==> src/rtl/bpb_pkg.sv <==
// bpb_pkg: shared types and helpers for the local-history branch predictor.
package bpb_pkg;

    typedef logic [1:0] pht_ctr_t;

    localparam pht_ctr_t SNT = 2'd0;
    localparam pht_ctr_t WNT = 2'd1;
    localparam pht_ctr_t WT  = 2'd2;
    localparam pht_ctr_t ST  = 2'd3;

    function automatic pht_ctr_t sat_update(input pht_ctr_t c, input logic taken);
        return taken ? ((c == ST) ? ST : c + 2'd1) : ((c == SNT) ? SNT : c - 2'd1);
    endfunction

    // Callers narrow the result to IDX / TAG_WIDTH bits with a size cast.
    function automatic logic [31:0] pc_index(input logic [31:0] pc, input int idx);
        return (pc >> 2) & ((32'd1 << idx) - 32'd1);
    endfunction

    function automatic logic [31:0] pc_tag(input logic [31:0] pc, input int idx, input int tw);
        return (pc >> (idx + 2)) & ((32'd1 << tw) - 32'd1);
    endfunction

endpackage

==> src/rtl/local_history_pht.sv <==
// local_history_pht: shared table of 2-bit saturating counters indexed by local history.
module local_history_pht
    import bpb_pkg::*;
#(
    parameter int HIST_BITS = 4
) (
    input  logic                 clk,
    input  logic                 reset,
    input  logic [HIST_BITS-1:0] rd_idx,
    output pht_ctr_t             rd_ctr,
    input  logic                 wr_en,
    input  logic [HIST_BITS-1:0] wr_idx,
    input  logic                 wr_taken
);

    pht_ctr_t pht [2**HIST_BITS];

    assign rd_ctr = pht[rd_idx];

    always_ff @(posedge clk or negedge reset) begin
        if (!reset) begin
            for (int i = 0; i < 2**HIST_BITS; i++) pht[i] <= WNT;
        end else if (wr_en) begin
            pht[wr_idx] <= sat_update(pht[wr_idx], wr_taken);
        end
    end

endmodule

==> src/rtl/local_history_btb.sv <==
// local_history_btb: two-level local predictor with tagged BTB and saturating perf counters.
module local_history_btb
    import bpb_pkg::*;
#(
    parameter int ENTRIES   = 16,
    parameter int TAG_WIDTH = 12,
    parameter int HIST_BITS = 4,
    parameter int CNT_WIDTH = 32
) (
    input  logic                 clk,
    input  logic                 reset,
    input  logic                 stall,
    input  logic                 flush,
    input  logic [31:0]          pc_f,
    input  logic [31:0]          pc_d,
    input  logic                 is_branch_d,
    input  logic                 real_taken,
    input  logic [31:0]          real_addr,
    input  logic                 mistake_d,
    output logic                 prd_hit,
    output logic                 prd_taken,
    output logic [31:0]          prd_addr,
    output logic [CNT_WIDTH-1:0] cnt_branch,
    output logic [CNT_WIDTH-1:0] cnt_mispredict
);

    localparam int IDX = $clog2(ENTRIES);

    logic [ENTRIES-1:0]   valid;
    logic [TAG_WIDTH-1:0] tags    [ENTRIES];
    logic [HIST_BITS-1:0] hist    [ENTRIES];
    logic [31:0]          targets [ENTRIES];

    logic [IDX-1:0]       idx_f, idx_d;
    logic [TAG_WIDTH-1:0] tag_f, tag_d;
    logic                 hit_d, upd;
    logic [HIST_BITS:0]   hist_shift;
    pht_ctr_t             ctr_f;

    assign idx_f = IDX'(pc_index(pc_f, IDX));
    assign idx_d = IDX'(pc_index(pc_d, IDX));
    assign tag_f = TAG_WIDTH'(pc_tag(pc_f, IDX, TAG_WIDTH));
    assign tag_d = TAG_WIDTH'(pc_tag(pc_d, IDX, TAG_WIDTH));

    assign prd_hit   = valid[idx_f] && (tags[idx_f] == tag_f);
    assign prd_taken = prd_hit && ctr_f[1];
    assign prd_addr  = prd_taken ? targets[idx_f] : 32'd0;

    assign upd        = is_branch_d && !stall && !flush;
    assign hit_d      = valid[idx_d] && (tags[idx_d] == tag_d);
    assign hist_shift = {hist[idx_d], real_taken};

    // Only hits train the PHT; a fresh allocation has no meaningful history yet.
    local_history_pht #(.HIST_BITS(HIST_BITS)) u_pht (
        .clk      (clk),
        .reset    (reset),
        .rd_idx   (hist[idx_f]),
        .rd_ctr   (ctr_f),
        .wr_en    (upd && hit_d),
        .wr_idx   (hist[idx_d]),
        .wr_taken (real_taken)
    );

    always_ff @(posedge clk or negedge reset) begin
        if (!reset) begin
            valid          <= '0;
            cnt_branch     <= '0;
            cnt_mispredict <= '0;
            for (int i = 0; i < ENTRIES; i++) begin
                tags[i]    <= '0;
                hist[i]    <= '0;
                targets[i] <= '0;
            end
        end else if (upd) begin
            if (hit_d) begin
                hist[idx_d] <= hist_shift[HIST_BITS-1:0];
                if (real_taken) targets[idx_d] <= real_addr;
            end else begin
                valid[idx_d]   <= 1'b1;
                tags[idx_d]    <= tag_d;
                hist[idx_d]    <= HIST_BITS'(real_taken);
                targets[idx_d] <= real_taken ? real_addr : 32'd0;
            end
            if (!(&cnt_branch)) cnt_branch <= cnt_branch + CNT_WIDTH'(1);
            if (mistake_d && !(&cnt_mispredict)) cnt_mispredict <= cnt_mispredict + CNT_WIDTH'(1);
        end
    end

endmodule

==> config.mk <==
export PLATFORM = sky130hd
export DESIGN_NAME = local_history_btb
export DESIGN_NICKNAME = d
export VERILOG_FILES = /design/src/rtl/bpb_pkg.sv /design/src/rtl/local_history_pht.sv /design/src/rtl/local_history_btb.sv
export SDC_FILE = /design/constraint.sdc
export NUM_CORES = 2
export LEC_CHECK = 0
export ABC_AREA = 1
export BUFFER_PORTS_ARGS = -buffer_cell sky130_fd_sc_hd__buf_2
export CORE_UTILIZATION = 50
export CTS_CLUSTER_DIAMETER = 120
export DETAILED_ROUTE_END_ITERATION = 12
export HOLD_SLACK_MARGIN = 0.12
export PLACE_DENSITY = 0.67
export SYNTH_ARGS = -nofsm -noshare
export SYNTH_HDL_FRONTEND = slang
export SYNTH_HIERARCHICAL = 1
export SYNTH_SLANG_ARGS = --single-unit
==> constraint.sdc <==
create_clock -name clk -period 5.85 [get_ports clk]
set_input_delay 0.8775 -clock clk [delete_from_list [all_inputs] [get_ports clk]]
set_output_delay 0.8775 -clock clk [all_outputs]
set_load 0.02 [all_outputs]
=== After elaboration in Yosys (flattened, before gate mapping) ===
Index checks and enable logic that the tools add are counted.

* $lt $le $gt $ge: 9
* Reduce and logical (&&, ||, !) cells: 20
* Muxes and demuxes: 49
* $add $sub $neg: 4
* Equal/unequal tests: 4
* Bitwise gates (word level): 7

{| class="wikitable"
|+ Operators with widths
! cell !! count
|-
| 512-bit bitwise mux || 2
|-
| 512-bit two-way mux || 2
|-
| 192-bit bitwise mux || 1
|-
| 32-bit two-way mux || 5
|-
| 32-bit binary-select mux with 4-bit select || 1
|-
| 64-bit bitwise mux || 2
|-
| 32-bit demux with 4-bit select || 1
|-
| 12-bit binary-select mux with 4-bit select || 2
|-
| 32-bit by 1-bit adder with 32-bit output, second input constant || 2
|-
| 64-bit two-way mux || 1
|-
| 32-bit AND reduction || 2
|-
| 12-bit two-way mux || 5
|-
| 12-bit demux with 4-bit select || 1
|-
| 4-bit binary-select mux with 4-bit select || 2
|-
| 32-bit bitwise mux || 1
|-
| 12-bit == test || 2
|-
| 5-bit greater-or-equal comparator, second input constant || 4
|-
| 4-bit two-way mux || 5
|-
| 4-bit NOT with 5-bit output || 4
|-
| 2-bit binary-select mux with 4-bit select || 2
|-
| 4-bit demux with 4-bit select || 1
|-
| 2-bit two-way mux || 8
|-
| 16-bit OR || 1
|-
| 1-bit logical AND || 10
|-
| other kinds (15) || 26
|}

* Bits of input ports: 103
* Bits in registers: 880

=== Depth between registers and ports, before layout ===
* Depth in word-level cells: 12
* Mapped depth: 28
* Gate-level depth less buffers: 21

=== Cells and area by module ===
The synthesis kept the hierarchy.

{| class="wikitable"
|+ By module, submodules not included
! module !! times used !! cells an instance !! area an instance (um2) !! sequential area each (um2)
|-
| local_history_btb || 1 || 5868 || 44734.2 || 21220.4
|-
| local_history_pht || 1 || 336 || 2127.0 || 820.8
|}

=== Least setup slack after synthesis ===
Ideal clock, no wire load.

* Kind: input -> output
* From: input pc_f[2]
* To: output prd_addr[22]
* Arrival: 4.164 ns
* Path slack: 0.808 ns
* Required time: 4.973 ns
* Stages on the path: 19
* Buffers on the path: 8
* Cell sequence: inv_2 -> clkbuf_1 -> clkbuf_1 -> clkbuf_1 -> clkbuf_1 -> clkbuf_1 -> o21ai_0 -> nand3_1 -> nand3_1 -> nand2_1 -> buf_2 -> buf_1 -> mux2i_1 -> o211ai_1 -> o211ai_1 -> nand2_1 -> nand3_1 -> clkbuf_1 -> nor2_1

* Longest elaborated chain between the ends: 10

{| class="wikitable"
|+ Ends and longest elaborated chain
! what !! RTL line !! text
|-
| start, declared || local_history_btb.sv:14 || <nowiki>input logic [31:0] pc_f,</nowiki>
|-
| 4-bit NOT with 5-bit output (not written as such) || local_history_btb.sv:57 || <nowiki>.rd_idx (hist[idx_f]),</nowiki>
|-
| 4-bit binary-select mux with 4-bit select || local_history_btb.sv:57 ||
|-
| 4-bit two-way mux (not written as such) (2 in a row) || local_history_btb.sv:57 ||
|-
| 4-bit NOT with 5-bit output (not written as such) || local_history_pht.sv:18 || <nowiki>assign rd_ctr = pht[rd_idx];</nowiki>
|-
| 2-bit binary-select mux with 4-bit select || local_history_pht.sv:18 ||
|-
| 2-bit two-way mux (not written as such) (2 in a row) || local_history_pht.sv:18 ||
|-
| via ctr_f[1] || local_history_btb.sv:38 || <nowiki>pht_ctr_t ctr_f;</nowiki>
|-
| 1-bit logical AND || local_history_btb.sv:46 || <nowiki>assign prd_taken = prd_hit && ctr_f[1];</nowiki>
|-
| 32-bit two-way mux || local_history_btb.sv:47 || <nowiki>assign prd_addr = prd_taken ? targets[idx_f] : 32'd0;</nowiki>
|-
| end, declared || local_history_btb.sv:22 || <nowiki>output logic [31:0] prd_addr,</nowiki>
|}

The timed path passes the listed nets, and every way through them passes these cells. The select of a mux whose other input is x is not followed.

=== Worst setup path after layout ===
* From: input pc_f[2]
* To: output prd_addr[8]

Same word-level chain as after synthesis.

==> impl_results.md <==
* Max-cap viol count at 0
* Initial drt markers at roughly 7k
* Core box area at 92100 um2
* Routed vias/inst at 6.21
* Root Driver: clkbuf_16
* First-pass GRT wire length at 260 mm
* M1 WL at 67.9 mm
* Pre-antenna DRT Iters at 9
* Synth warnings at 6
* Final Max Tran Viols at 0
* GP Congestion at 0.914
* Post-DR wirelength/cell at 23.2 um
* Critical path data arrival time at 4310 ps
* Leak pwr at around 26 nW
* Post-synthesis cell count at 6177
* Fillers at a little under 9k
* Area Growth Syn to Fin at 10.1%
* Finish-stage setup viols at 0
* Cell Pwr Density at 295 nW/um2
* Routed vias at 45.7k
* Commonest non-fill, non-tap cell in the layout: nand2_1
* Routed Antenna Nets at 0
* Worst path required time at 4970 ps
* Clock slew at reported path FFs at approximately 60 ps
* Layout cell share with drive strength beyond 1 at 0.0914
* # rows at around 110
* Post-CTS sizing at 0
* Worst R2R Start: tags[27]
* R2R cell count at 17
* Worst Hold Class: in -> async
* Fin. Hold Viols at 0
* Worst Setup End Kind: output pin
* Clock Sinks at 880
* Setup ws final at 661 ps
* DRC violations left at 0
* CTS buffer count at 99
* Status: finished, final reports clean
* Post-DP HPWL at 96.1 mm
* Worst setup path class: in -> out
* Most frequent cells in the layout: 1884 x nand2_1, 1098 x nand3_1, 864 x dfrtp_1
* Maximum vdd ir drop at 0.000223 V
* Initial antenna violation count at 10
* # hold bufs at CTS at 0
* CTS tree: built
* Setup Skew at 33.5 ps
* Critical path origin: pc_f[2]
* Tmin final at 5190 ps
* I/O Pins at 201
* Top routing layer in use: met5
* Post-CTS setup buffers at 0
* Die height at 308 um
* Vias in the first global route at approximately 43k
* Slew HR at 0.127
* Worst Max-Slew Pin Slew at 1300 ps
* Skew-Pair Late Insertion Delay at approximately 710 ps
* Top fanout value on the critical path at 105
* RSZ-0062 raised after global routing: false
* Port buffer count at 168
* Metal2 WL at 73.9 mm
* Tcrit/Tclk final at 0.887
* DR WL met3 at 21.2 mm
* Cell Area, Synth at 46700 um2
* Nets at just over 6k
* Pre-CTS setup slack at approximately 770 ps
* Largest net degree at the start of global routing at 160
* Maximum clock path buffer count at 3
* Avg Cell Area, Syn at 7.57 um2
* Die Wd at about 300 um
* Total gr overflow at 0
* Initial Util at 0.508
* Fmax at 193 MHz
* Setup crit start kind: input port
* Htree depth at 3
* GRT Resource Usage Total at 0.357
* Syn Nets at 6282
* Die area at ~95000 um2
* Fin Setup TNS at 0 ps
* Final wirelength at 171 mm
==> critical path: stages <==
cell and delay, ps:
buf_8 290, inv_8 280, a21oi_1 220, o21ai_0 100, nand3_1 120, nand3_1 140, nand2_1 450, mux2i_1 310
o21ai_0 100, o211ai_1 170, nand2_1 230, nand3_2 140, buf_4 460, nor2_1 100, buf_2 180
==> layer usage <==
metal / vias to the layer above / GRT usage
met2: 2923 / 0.530
li1: 20356 / -
met1: 21890 / 0.496
met4: 8 / 0.157
met3: 528 / 0.0877
met5: - / 0
==> registers in the layout, summed over array words and instances, names as in the netlist, named ones only <==
name            flops
cnt_branch         32
u_pht/pht          32
targets           512
hist               48
cnt_mispredict     32
valid              16
tags              192
==> report_power, final <==
part / leakage [nW] / internal, W / switching [W]
clock network: 1.73 / 0.00401 / 0.00277
registers: 11.7 / 0.00644 / 0.000234
logic: 12.1 / 0.000509 / 0.00122
total: 25.5 / 0.0110 / 0.00423
==> stage by stage <==
| stage | hold slack (ps) | power [W] | util | std cells | area (um2) |
|---|---|---|---|---|---|
| 2_1_floorplan | 430 | 0.00783 | - | 6177 | 46700 |
| 3_3_place_gp | 445 | 0.00844 | 0.520 | 7166 | 47900 |
| 3_5_place_dp | 447 | 0.00847 | 0.520 | 7166 | 47900 |
| 4_1_cts | 213 | 0.0152 | 0.559 | 7351 | 51400 |
| 5_1_grt | 241 | 0.0157 | 0.559 | 7353 | 51400 |
| 6_report | 199 | 0.0152 | 0.559 | 7356 | 51500 |
==> path summary, 6_finish.rpt <==
check,end,slack (ps)
max in group asynchronous,tags[32],4280
worst max-delay path,prd_addr[8],660
worst min-delay path,hist[57],200
min in group clk,valid[14],460
worst max register to register,targets[424],2280
worst min register to register,valid[14],460
==> cell type report <==
cell class,instances,area [um2],area share
diodes,5,12.5,0.000243
clock buffers,141,2910,0.0565
clock inverters,44,632,0.0123
inverters,276,1060,0.0205
multi-input cells,4471,21100,0.411
flip-flops and latches,880,22000,0.428
well taps,1243,1560,0.0302
repair buffers,296,2110,0.0410
Power figures use the tool's default switching activity.
